### config.mk
export PLATFORM = sky130hd
export DESIGN_NAME = modn_sequencer_flat
export DESIGN_NICKNAME = d
export VERILOG_FILES = /design/src/rtl/modn_sequencer_if.sv /design/src/rtl/modn_sequencer.sv /design/src/flat_wrapper.sv
export SDC_FILE = /design/constraint.sdc
export NUM_CORES = 1
export LEC_CHECK = 0
export CAP_MARGIN = 20
export CORE_AREA = 2 2 39 41
export CTS_BUF_LIST = sky130_fd_sc_hd__clkbuf_2 sky130_fd_sc_hd__clkbuf_4 sky130_fd_sc_hd__clkbuf_8
export DETAILED_ROUTE_END_ITERATION = 10
export DIE_AREA = 0 0 41 43
export DONT_BUFFER_PORTS = 1
export PLACE_DENSITY = 0.44
export SYNTH_ARGS = -nofsm -noshare
export SYNTH_HDL_FRONTEND = slang
export SYNTH_SLANG_ARGS = --single-unit
### constraint.sdc
create_clock -name cp -period 2.46 [get_ports cp]
set_input_delay 0.369 -clock cp [delete_from_list [all_inputs] [get_ports cp]]
set_output_delay 0.369 -clock cp [all_outputs]
set_load 0.005 [all_outputs]
### src/rtl/modn_sequencer_if.sv
// modn_sequencer_if: control inputs and decoded outputs of one modulo-N sequencer stage.
// Stage-to-stage cascading goes through the tc/_ce pair outside the interface.
interface modn_sequencer_if #(
  parameter int unsigned N = 10,
  parameter int unsigned W = $clog2(N)
);
  logic         _ce;
  logic         up;
  logic         load;
  logic [W-1:0] d;
  logic [W-1:0] cnt;
  logic [N-1:0] q;
  logic         _co;
  logic         tc;

  modport master (
    output _ce, up, load, d,
    input  cnt, q, _co, tc
  );

  modport slave (
    input  _ce, up, load, d,
    output cnt, q, _co, tc
  );
endinterface

### src/rtl/modn_sequencer.sv
// modn_sequencer: synchronous modulo-N one-hot sequencer (4017-style decade counter, generalised).
// Binary index cnt, one-hot decode q, split carry _co, combinational terminal count tc.
// Optional feature macro MODN_SEQUENCER_ONESHOT_EN: when defined, counting stops at the
// terminal state (N-1 going up, 0 going down) instead of wrapping.
module modn_sequencer #(
  parameter int unsigned N        = 10,
  parameter int unsigned CO_SPLIT = N / 2,
  parameter int unsigned W        = $clog2(N),
  parameter int unsigned LOG      = 0
) (
  input logic             cp,
  input logic             mr,
  modn_sequencer_if.slave bus
);

  localparam logic [W-1:0] CNT_MAX = W'(N - 1);
  localparam logic [W-1:0] CO_LIM  = W'(CO_SPLIT);
  localparam logic [W:0]   N_EXT   = (W + 1)'(N);

`ifdef MODN_SEQUENCER_ONESHOT_EN
  localparam logic ONESHOT = 1'b1;
`else
  localparam logic ONESHOT = 1'b0;
`endif

  if (N < 2 || N > 256) begin : g_bad_n
    $error("modn_sequencer: N=%0d outside legal range 2..256", N);
  end
  if (CO_SPLIT < 1 || CO_SPLIT > N - 1) begin : g_bad_co
    $error("modn_sequencer: CO_SPLIT=%0d outside legal range 1..N-1", CO_SPLIT);
  end
  if (W != $clog2(N)) begin : g_bad_w
    $error("modn_sequencer: W is derived from N and must not be overridden");
  end
  if (LOG > 1) begin : g_bad_log
    $error("modn_sequencer: LOG must be 0 or 1");
  end

  logic [W-1:0] cnt_q;
  logic [W-1:0] cnt_next;
  logic         at_max;
  logic         at_min;
  logic         load_ok;

  // Terminal detection uses explicit compares so non-power-of-2 N never relies on 2^W overflow.
  assign at_max  = (cnt_q == CNT_MAX);
  assign at_min  = (cnt_q == '0);
  assign load_ok = ({1'b0, bus.d} < N_EXT);

  // Index register: reset dominates everything else.
  always_ff @(posedge cp) begin
    if (mr) cnt_q <= '0;
    else    cnt_q <= cnt_next;
  end

  // Next index: load beats count, count beats hold; out-of-range load values land on 0.
  always_comb begin
    cnt_next = cnt_q;
    if (bus.load) begin
      cnt_next = load_ok ? bus.d : '0;
    end else if (!bus._ce) begin
      if (bus.up) cnt_next = at_max ? (ONESHOT ? cnt_q : '0) : cnt_q + W'(1);
      else        cnt_next = at_min ? (ONESHOT ? cnt_q : CNT_MAX) : cnt_q - W'(1);
    end
  end

  // Outputs: pure decode of the registered index plus combinational terminal count.
  always_comb begin
    bus.cnt = cnt_q;
    bus.q   = '0;
    for (int unsigned i = 0; i < N; i++) begin
      bus.q[i] = (cnt_q == W'(i));
    end
    bus._co = (cnt_q < CO_LIM);
    bus.tc  = !bus._ce && ((bus.up && at_max) || (!bus.up && at_min));
  end

endmodule
### src/flat_wrapper.sv
// flat-port wrapper written by rule: the top's interface ports become plain ports
module modn_sequencer_flat 
#(
  parameter int unsigned N        = 10,
  parameter int unsigned CO_SPLIT = N / 2,
  parameter int unsigned W        = $clog2(N),
  parameter int unsigned LOG      = 0
)
  (cp, mr, bus__ce, bus_up, bus_load, bus_d, bus_cnt, bus_q, bus__co, bus_tc);
  modn_sequencer_if #(.N(N), .W(W)) bus_i ();
  input logic cp;
  input logic mr;
  input wire logic [$bits(bus_i._ce)-1:0] bus__ce;
  input wire logic [$bits(bus_i.up)-1:0] bus_up;
  input wire logic [$bits(bus_i.load)-1:0] bus_load;
  input wire logic [$bits(bus_i.d)-1:0] bus_d;
  output wire logic [$bits(bus_i.cnt)-1:0] bus_cnt;
  output wire logic [$bits(bus_i.q)-1:0] bus_q;
  output wire logic [$bits(bus_i._co)-1:0] bus__co;
  output wire logic [$bits(bus_i.tc)-1:0] bus_tc;
  assign bus_i._ce = bus__ce;
  assign bus_i.up = bus_up;
  assign bus_i.load = bus_load;
  assign bus_i.d = bus_d;
  assign bus_cnt = bus_i.cnt;
  assign bus_q = bus_i.q;
  assign bus__co = bus_i._co;
  assign bus_tc = bus_i.tc;
  modn_sequencer #(.N(N), .CO_SPLIT(CO_SPLIT), .W(W), .LOG(LOG)) u_core (.cp(cp), .mr(mr), .bus(bus_i));
endmodule
==> results of run 1 <==
-- area by class of cell --
cell class,count,share of cell area
multi-input combinational,53,0.709
inverter,2,0.0168
sequential,4,0.179
clock buffer,3,0.0504
tap,16,0.0448
-- per-stage QoR --
stage          hold WS, ns  total power [mW]
6_report             0.200             0.215
5_1_grt              0.188             0.233
4_1_cts              0.192             0.221
3_5_place_dp         0.445             0.135
3_3_place_gp         0.443             0.135
2_1_floorplan        0.441             0.137
-- where the power goes --
part | switching [mW] | leakage, nW | internal [mW]
Combinational | 0.0229 | 0.0965 | 0.0235
Clock | 0.0271 | 0.0138 | 0.0546
Sequential | 0.0169 | 0.0329 | 0.0696
Total | 0.0669 | 0.143 | 0.148
-- per-layer routing --
layer  wire length [um]  global-route usage  vias to the layer above
met3                100              0.0785                        0
met4                  0              0.0200                        0
met1                533               0.190                      205
met2                478               0.194                       21
met5                  0                   0                        -
li1                   -                   -                      231
-- worst max-delay path, cell delays in order (launching register included) --
cell and delay, ns:
dfxtp_1 0.46, or3_1 0.44, a2111oi_2 0.40
-- cells in the final DEF, fill, tap and decap left out, types with 3 or more instances in the layout --
cell | Yosys | layout
nor2_1 | 11 | 11
nand2b_1 | 4 | 4
dfxtp_1 | 4 | 4
nand2_1 | 4 | 4
nor3_1 | 6 | 6
a21oi_1 | 3 | 3
clkbuf_4 | 0 | 3
-- Yosys cell counts (all sizes together), types with 2 or more instances --
master | count | area share
or3 | 2 | 0.028
clkbuf | 2 | 0.017
nand3 | 2 | 0.022
buf | 7 | 0.086
nor2 | 11 | 0.092
a31oi | 2 | 0.028
a2111oi | 2 | 0.053
nand2b | 4 | 0.056
a21oi | 3 | 0.033
inv | 2 | 0.017
a211oi | 2 | 0.033
nand2 | 4 | 0.033
nor3 | 6 | 0.067
dfxtp | 4 | 0.18
xor2 | 2 | 0.039
-- how the worst max path moves through the flow --
stage	end	slack (ns)	cells after the start
6_report	bus_tc	0.55	2
5_1_grt	bus_tc	0.45	2
2_1_floorplan	bus_tc	0.83	3
4_1_cts	bus_tc	0.53	2
3_3_place_gp	bus_tc	0.81	2
3_5_place_dp	bus_tc	0.79	2
-- cell families after synthesis --
group                     after synthesis  share of synthesized area
DFF                                     4                      0.178
and+or+nand+nor                        33                      0.358
AOI/OAI and AO/OA                      17                      0.286
buffers and inverters                  11                      0.119
xor gates and xnor gates                3                     0.0583
==> flow_summary_export.csv, run 1 <==
group,metric,value,unit
critical_path,cp_data_arrival_time,1.54,ns
detailed_routing,routed_wl,1110,um
cts,htree_levels,1,
critical_path,crit_type,"register to primary output",
detailed_routing,ant_nets,0,
cts,ctsRootBufferMaster,"clkbuf_4",
worst_hold_path,min_path_cells,1,
synthesis,yosysUniqueCellTypes,31,
synthesis,async_reset_ff_frac,0,
floorplan,initial_core_util,0.325,
timing,finalHoldViolCount,0,
detailed_routing,dr.pass1.iters,4,
floorplan,dieArea,1760,um2
layout,antenna_cells,0,
layout,fill_cells,172,
detailed_routing,vias,457,
timing,fin_tns_setup,0,ns
global_route,grt_pass1_vias,380,
global_route,track_usage,0.140,
synthesis,synth_edf_count,0,
place,place_area,424,um2
critical_path,worst_setup_path_start_kind,"register",
synthesis,ys_ff_latch,4,
cts,cts-buffers-inserted,3,
critical_path,rrSetupSlack,0.86,ns
detailed_routing,drc,0,
layout,multiInputGateArea,317,um2
place,gp_congestion,0.756,
detailed_routing,drtIter0Drc,8,
floorplan,fp.dieW,41,um
timing,slew_viol_final,0,
synthesis,synth_ff_type,"dfxtp_1",
pwr,total_leakage_power,0.143,nW
critical_path,path_max_fanout,15,
global_route,grt_max_degree,16,
place,dp.final_hpwl,799,um
timing,finalWorstSetupSlack,0.552,ns
timing,max_slew_margin,0.644,
place,io_buffers,0,
timing,setup_viol,0,
global_route,grt_overflow,0,
synthesis,postSynthAreaPerCell,6.62,um2
layout,synthToLayoutAreaGrowth,-0.833,%
synthesis,syn_nets,77,
floorplan,coreArea,1380,um2
synthesis,ys_warn_count,0,
floorplan,fp.dieH,43,um
pwr,powerDensity,480,nW/um2
pwr,peakVddDrop,0.000328,V
timing,max_freq,524,MHz
layout,drive_gt1_frac,0.0806,
critical_path,r2r-start,"u_core.bus.cnt[0]",
layout,seqCellArea,80.1,um2
cts,post-cts-setup-buffers,0,
floorplan,fp-row-count,14,
global_route,grt_antenna_before_repair,0,
critical_path,r2r_end,"u_core.bus.cnt[1]",
detailed_routing,drt-wirelength-per-cell,14.3,um
synthesis,syn-cell-area,450,um2
place,pre_cts_ws,0.789,ns
cts,clk_path_buf_depth,2,
critical_path,critPathLaunch,"u_core.bus.cnt[3]",
layout,fin_util,0.323,
critical_path,reg2reg_depth,4,
cts,clock-sinks,4,
synthesis,synthCells,68,
worst_hold_path,min_from,"mr",
critical_path,required,2.09,ns
timing,min_period,1.91,ns
critical_path,crit_path_end_kind,"primary output",
worst_hold_path,min_path_type,"input pin to register",
outcome,status,"complete, no violations",
job,drv_cap,0,
cts,cts_tree,"done",
detailed_routing,vias_per_cell,5.86,
timing,grt_setup_unrepaired,"no",
timing,skew,0.00657,ns
synthesis,yosysSeqAreaShare,0.178,
cts,hold_buffers,0,
cts,clk-insertion-delay-late,0.24,ns
timing,period_share,0.775,
layout,finalInstanceArea,447,um2
place,place_inst,75,
layout,final_cells,78,
layout,largest_register_ffs,4,
floorplan,ios,25,
layout,nNetsFinal,73,
cts,clkSlewWorstSetupHoldPaths,0.04,ns
worst_hold_path,holdPathEnd,"u_core.bus.cnt[3]",
global_route,grt_pass1_wl,1700,um
cts,ctsResizeCount,0,
timing,worst_slew_pin_slew,0.534,ns
(Power assumes the default switching activity.)
==> run 2, diff against run 1 <==
--- a/config.mk
+++ b/config.mk
@@ -11,7 +11,7 @@
 export DETAILED_ROUTE_END_ITERATION = 10
 export DIE_AREA = 0 0 41 43
 export DONT_BUFFER_PORTS = 1
-export PLACE_DENSITY = 0.44
+export PLACE_DENSITY = 0.45
 export SYNTH_ARGS = -nofsm -noshare
 export SYNTH_HDL_FRONTEND = slang
 export SYNTH_SLANG_ARGS = --single-unit
==> constraint.sdc (replaced) <==
create_clock -name cp -period 1.55 [get_ports cp]
set_input_delay 0.2325 -clock cp [delete_from_list [all_inputs] [get_ports cp]]
set_output_delay 0.2325 -clock cp [all_outputs]
set_load 0.005 [all_outputs]
==> flow_summary_export.csv, run 2 (synthesis gave the netlist of run 1 again) <==
group,metric,value,unit
detailed_routing,routed_wl,1220,um
critical_path,r2r-start,"u_core.bus.cnt[0]",
critical_path,cp_data_arrival_time,1.30,ns
detailed_routing,ant_nets,0,
layout,synthToLayoutAreaGrowth,18.6,%
cts,clkSlewWorstSetupHoldPaths,0.03,ns
timing,slew_viol_final,0,
critical_path,required,1.32,ns
critical_path,crit_type,"register to primary output",
global_route,grt_antenna_before_repair,0,
pwr,p_total,0.366,mW
timing,period_share,0.988,
timing,worst_slew_pin_slew,0.357,ns
worst_hold_path,min_from,"mr",
cts,clk_path_buf_depth,2,
critical_path,r2r_end,"u_core.bus.cnt[1]",
global_route,track_usage,0.154,
global_route,grt_max_degree,12,
worst_hold_path,min_path_type,"input pin to register",
place,place_inst,83,
timing,min_period,1.53,ns
pwr,powerDensity,685,nW/um2
job,drv_cap,0,
place,dp.final_hpwl,912,um
critical_path,path_max_fanout,9,
detailed_routing,drc,0,
place,gp_congestion,0.721,
pwr,combinationalPowerShare,0.321,
critical_path,worst_setup_path_start_kind,"register",
pwr,p_int,0.255,mW
cts,cts_tree,"done",
floorplan,ios,25,
timing,setup_viol,0,
pwr,peakVddDrop,0.000346,V
worst_hold_path,holdPathEnd,"u_core.bus.cnt[0]",
detailed_routing,drt-wirelength-per-cell,14.2,um
detailed_routing,drtIter0Drc,8,
cts,post-cts-setup-buffers,0,
layout,final_cell_mix,"11 x nor2_1, 8 x buf_4, 6 x nor3_1",
timing,max_freq,653,MHz
layout,final_cells,86,
pwr,total_leakage_power,0.187,nW
pwr,power_frac_clock,0.348,
cts,hold_buffers,0,
layout,mostFrequentLayoutCell,"nor2_1",
floorplan,dieArea,1760,um2
timing,finalHoldViolCount,0,
critical_path,crit_path_end_kind,"primary output",
worst_hold_path,min_path_cells,1,
layout,largest_register_ffs,4,
timing,whs,0.0588,ns
global_route,grt_pass1_wl,1860,um
global_route,grt_pass1_vias,455,
layout,antenna_cells,0,
detailed_routing,vias_per_cell,5.88,
timing,skew,0.00333,ns
layout,drive_gt1_frac,0.243,
pwr,p_seq_frac,0.332,
cts,clock-sinks,4,
floorplan,coreArea,1380,um2
layout,nNetsFinal,81,
floorplan,initial_core_util,0.325,
timing,grt_setup_unrepaired,"yes",
floorplan,fp.dieH,43,um
detailed_routing,dr.pass1.iters,4,
pwr,switching_share,0.304,
layout,fin_util,0.386,
floorplan,fp.dieW,41,um
cts,htree_levels,1,
outcome,status,"complete, no violations",
timing,fin_tns_setup,0,ns
timing,max_slew_margin,0.756,
cts,cts-buffers-inserted,3,
cts,clk-insertion-delay-late,0.23,ns
critical_path,reg2reg_depth,4,
global_route,grt_overflow,0,
place,io_buffers,0,
floorplan,fp-row-count,14,
cts,ctsRootBufferMaster,"clkbuf_4",
pwr,p_sw,0.111,mW
detailed_routing,vias,506,
critical_path,rrSetupSlack,0.22,ns
==> run 2: worst max-delay path by stage <==
| stage | start | to | slack, ns | cells after the start |
|---|---|---|---|---|
| 2_1_floorplan | u_core.bus.cnt[0] | bus_tc | 0.06 | 3 |
| 3_3_place_gp | u_core.bus.cnt[0] | bus_tc | 0.14 | 2 |
| 3_5_place_dp | u_core.bus.cnt[0] | bus_tc | 0.13 | 2 |
| 4_1_cts | u_core.bus.cnt[0] | bus_tc | 0.02 | 2 |
| 5_1_grt | u_core.bus.cnt[0] | bus_tc | -0.01 | 2 |
| 6_report | u_core.bus.cnt[0] | bus_tc | 0.02 | 2 |
==> run 2: routing by layer <==
metal | vias to the layer above | GRT usage | part of all wire
met4 | 0 | 0.0800 | 0.011
met5 | - | 0 | 0
li1 | 249 | - | -
met3 | 2 | 0.0366 | 0.060
met2 | 20 | 0.247 | 0.48
met1 | 235 | 0.177 | 0.45
==> run 2: repair_timing <==
| action | CTS | global route |
|---|---|---|
| cloned | 0 | 0 |
| setup endpoints to repair | 1 | 1 |
| resized for setup | 4 | 2 |
| pin swaps | 1 | 0 |
| endpoints found under the hold margin | 0 | 0 |
==> run 2: through the flow <==
stage          setup slack [ns]  cell area [um2]
2_1_floorplan            0.0575              450
3_3_place_gp              0.136              484
3_5_place_dp              0.130              484
4_1_cts                  0.0159              527
5_1_grt                 -0.0115              534
6_report                 0.0182              534
==> run 2: power groups by stage <==
stage               clock [mW]  sequential, mW  combinational [mW]
detailed placement           0           0.122               0.111
global route             0.141           0.122               0.133
finish                   0.127           0.121               0.117
CTS                      0.130           0.122               0.118
global placement             0           0.122               0.111
floorplan                    0           0.119              0.0974
==> run 2: layout make-up <==
type / instances / area, um2
Inverter: 2 / 7.51
Clock buffer: 3 / 22.5
Multi-Input combinational cell: 53 / 339
Fill cell: 156 / 850
Timing Repair Buffer: 8 / 60.1
Sequential cell: 4 / 85.1
Tap cell: 16 / 20.0
==> run 2: critical path: stages, from the launching register on <==
cell and delay, ns:
dfxtp_4 0.36, or3_4 0.38, a2111oi_4 0.32
==> run 3, diff against run 2 <==
==> constraint.sdc (replaced) <==
create_clock -name cp -period 1.55 [get_ports cp]
set_input_delay 0.2325 -clock cp [delete_from_list [all_inputs] [get_ports cp]]
set_output_delay 0.2325 -clock cp [all_outputs]
set_load 0.02 [all_outputs]
==> flow_summary_export.csv, run 3 (synthesis gave the netlist of run 1 again) <==
group,metric,value,unit
cts,clock-sinks,4,
detailed_routing,drt-wirelength-per-cell,12.5,um
layout,mostFrequentLayoutCell,"buf_4",
pwr,combinationalPowerShare,0.427,
global_route,grt_pass1_vias,467,
place,io_buffers,0,
pwr,powerDensity,650,nW/um2
cts,clk_path_buf_depth,2,
floorplan,coreArea,1380,um2
critical_path,reg2reg_depth,5,
detailed_routing,vias,529,
worst_hold_path,min_path_cells,1,
cts,htree_levels,1,
timing,finalWorstSetupSlack,-0.104,ns
timing,skew,0.00166,ns
global_route,grt_overflow,0,
floorplan,ios,25,
pwr,p_seq_frac,0.280,
worst_hold_path,min_path_type,"input pin to register",
floorplan,fp.dieW,41,um
floorplan,dieArea,1760,um2
global_route,grt_pass1_wl,1840,um
critical_path,crit_type,"register to primary output",
floorplan,fp-row-count,14,
critical_path,path_buf_inv,1,
timing,whs,0.0571,ns
global_route,grt_antenna_before_repair,0,
timing,finalHoldViolCount,0,
detailed_routing,routed_wl,1210,um
detailed_routing,drc,0,
critical_path,cp_slowest_stage_delay,0.39,ns
worst_hold_path,min_from,"mr",
cts,clk-insertion-delay-late,0.23,ns
critical_path,slowest_stage,"or3_4",
layout,nNetsFinal,92,
timing,max_slew_margin,0.814,
global_route,track_usage,0.157,
place,gp_congestion,0.760,
critical_path,crit_family,"simple AND/OR/NAND/NOR gates",
timing,fin_tns_setup,-0.104,ns
layout,synthToLayoutAreaGrowth,46.9,%
outcome,status,"finished with violations",
timing,min_period,1.65,ns
timing,period_share,1.07,
critical_path,worstPathCellList,"or3_4 -> a2111oi_4 -> buf_4",
layout,antenna_cells,0,
critical_path,required,1.32,ns
pwr,p_int,0.283,mW
detailed_routing,ant_nets,0,
outcome,violations,"setup timing",
pwr,power_frac_clock,0.293,
layout,final_cell_mix,"18 x buf_4, 11 x nor2_1, 4 x nand2_1",
critical_path,worst_setup_path_start_kind,"register",
pwr,total_leakage_power,0.263,nW
critical_path,r2r-start,"u_core.bus.cnt[0]",
critical_path,cp_data_arrival_time,1.42,ns
pwr,p_sw,0.147,mW
detailed_routing,vias_per_cell,5.45,
pwr,switching_share,0.342,
global_route,grt_max_degree,13,
critical_path,crit_cells,3,
critical_path,path_max_fanout,4,
floorplan,fp.dieH,43,um
pwr,p_total,0.430,mW
cts,cts-buffers-inserted,3,
floorplan,initial_core_util,0.325,
layout,largest_register_ffs,4,
layout,drive_gt1_frac,0.432,
timing,slew_viol_final,0,
detailed_routing,dr.pass1.iters,4,
timing,max_freq,605,MHz
place,dp.final_hpwl,914,um
job,drv_cap,0,
timing,setup_viol,1,
critical_path,crit_path_end_kind,"primary output",
cts,ctsRootBufferMaster,"clkbuf_4",
timing,grt_setup_unrepaired,"yes",
timing,worst_slew_pin_slew,0.279,ns
pwr,peakVddDrop,0.000338,V
detailed_routing,drtIter0Drc,3,
cts,clkSlewWorstSetupHoldPaths,0.04,ns
critical_path,critPathLaunch,"u_core.bus.cnt[3]",
cts,cts_tree,"done",
-- run 3: cell count changes in the layout (fill, tap and decap cells not counted), moves of 2 or more --
| cell | before | now |
|---|---|---|
| buf_4 | 8 | 18 |
| nor3_1 | 6 | 3 |
| nor3_2 | 0 | 3 |
| nand2b_1 | 4 | 2 |
| nand2b_4 | 0 | 2 |
-- run 3: timing repair --
item,in CTS,in global routing
buffers inserted,1,0
pin swaps,1,1
endpoints found under the setup margin,2,8
gates resized for setup,8,7
hold buffers,0,0
-- run 3: power by group through the flow --
| stage | sequential (mW) | combinational [mW] | clock (mW) |
|---|---|---|---|
| final | 0.120 | 0.184 | 0.126 |
| after detailed placement | 0.125 | 0.159 | 0 |
| after global placement | 0.124 | 0.159 | 0 |
| after CTS | 0.121 | 0.176 | 0.130 |
| after global routing | 0.123 | 0.199 | 0.138 |
| after floorplan | 0.128 | 0.123 | 0 |
-- run 3: area by class of cell --
cell class / count / area [um2]
Clock buffer: 3 / 22.5
Fill cell: 149 / 722
Inverter: 2 / 7.51
Multi-Input combinational cell: 53 / 377
Sequential cell: 4 / 88.8
Tap cell: 16 / 20.0
Timing Repair Buffer: 19 / 146
-- run 3: layer usage --
| metal | part of all wire | vias to the layer above | global-route usage | wire length [um] |
|---|---|---|---|---|
| li1 | - | 272 | - | - |
| met1 | 0.41 | 234 | 0.177 | 499 |
| met2 | 0.50 | 18 | 0.244 | 609 |
| met3 | 0.059 | 5 | 0.0262 | 71 |
| met4 | 0.026 | 0 | 0.120 | 31 |
| met5 | 0 | - | 0 | 0 |
-- run 3: path summary, 6_finish.rpt --
path | endpoint | slack, ns
worst max-delay path | bus_tc | -0.10
worst min-delay path | u_core.bus.cnt[0] | 0.06
worst max register to register | u_core.bus.cnt[2] | 0.13
worst min register to register | u_core.bus.cnt[2] | 0.69
-- run 3: worst register-to-register path, stage by stage, from the launching register on --
cell	delay (ns)
dfxtp_4	0.34
buf_6	0.13
or3_1	0.36
a211oi_1	0.26
a211o_1	0.14
a221oi_1	0.07
-- run 3: stage by stage --
step | setup WS, ns | utilization | instances | instance area (um2)
6_report | -0.104 | 0.478 | 97 | 662
5_1_grt | -0.167 | 0.478 | 97 | 662
4_1_cts | -0.118 | 0.460 | 97 | 637
3_5_place_dp | 0.0875 | 0.418 | 93 | 578
3_3_place_gp | 0.108 | 0.418 | 93 | 578
2_1_floorplan | -0.0398 | - | 68 | 472
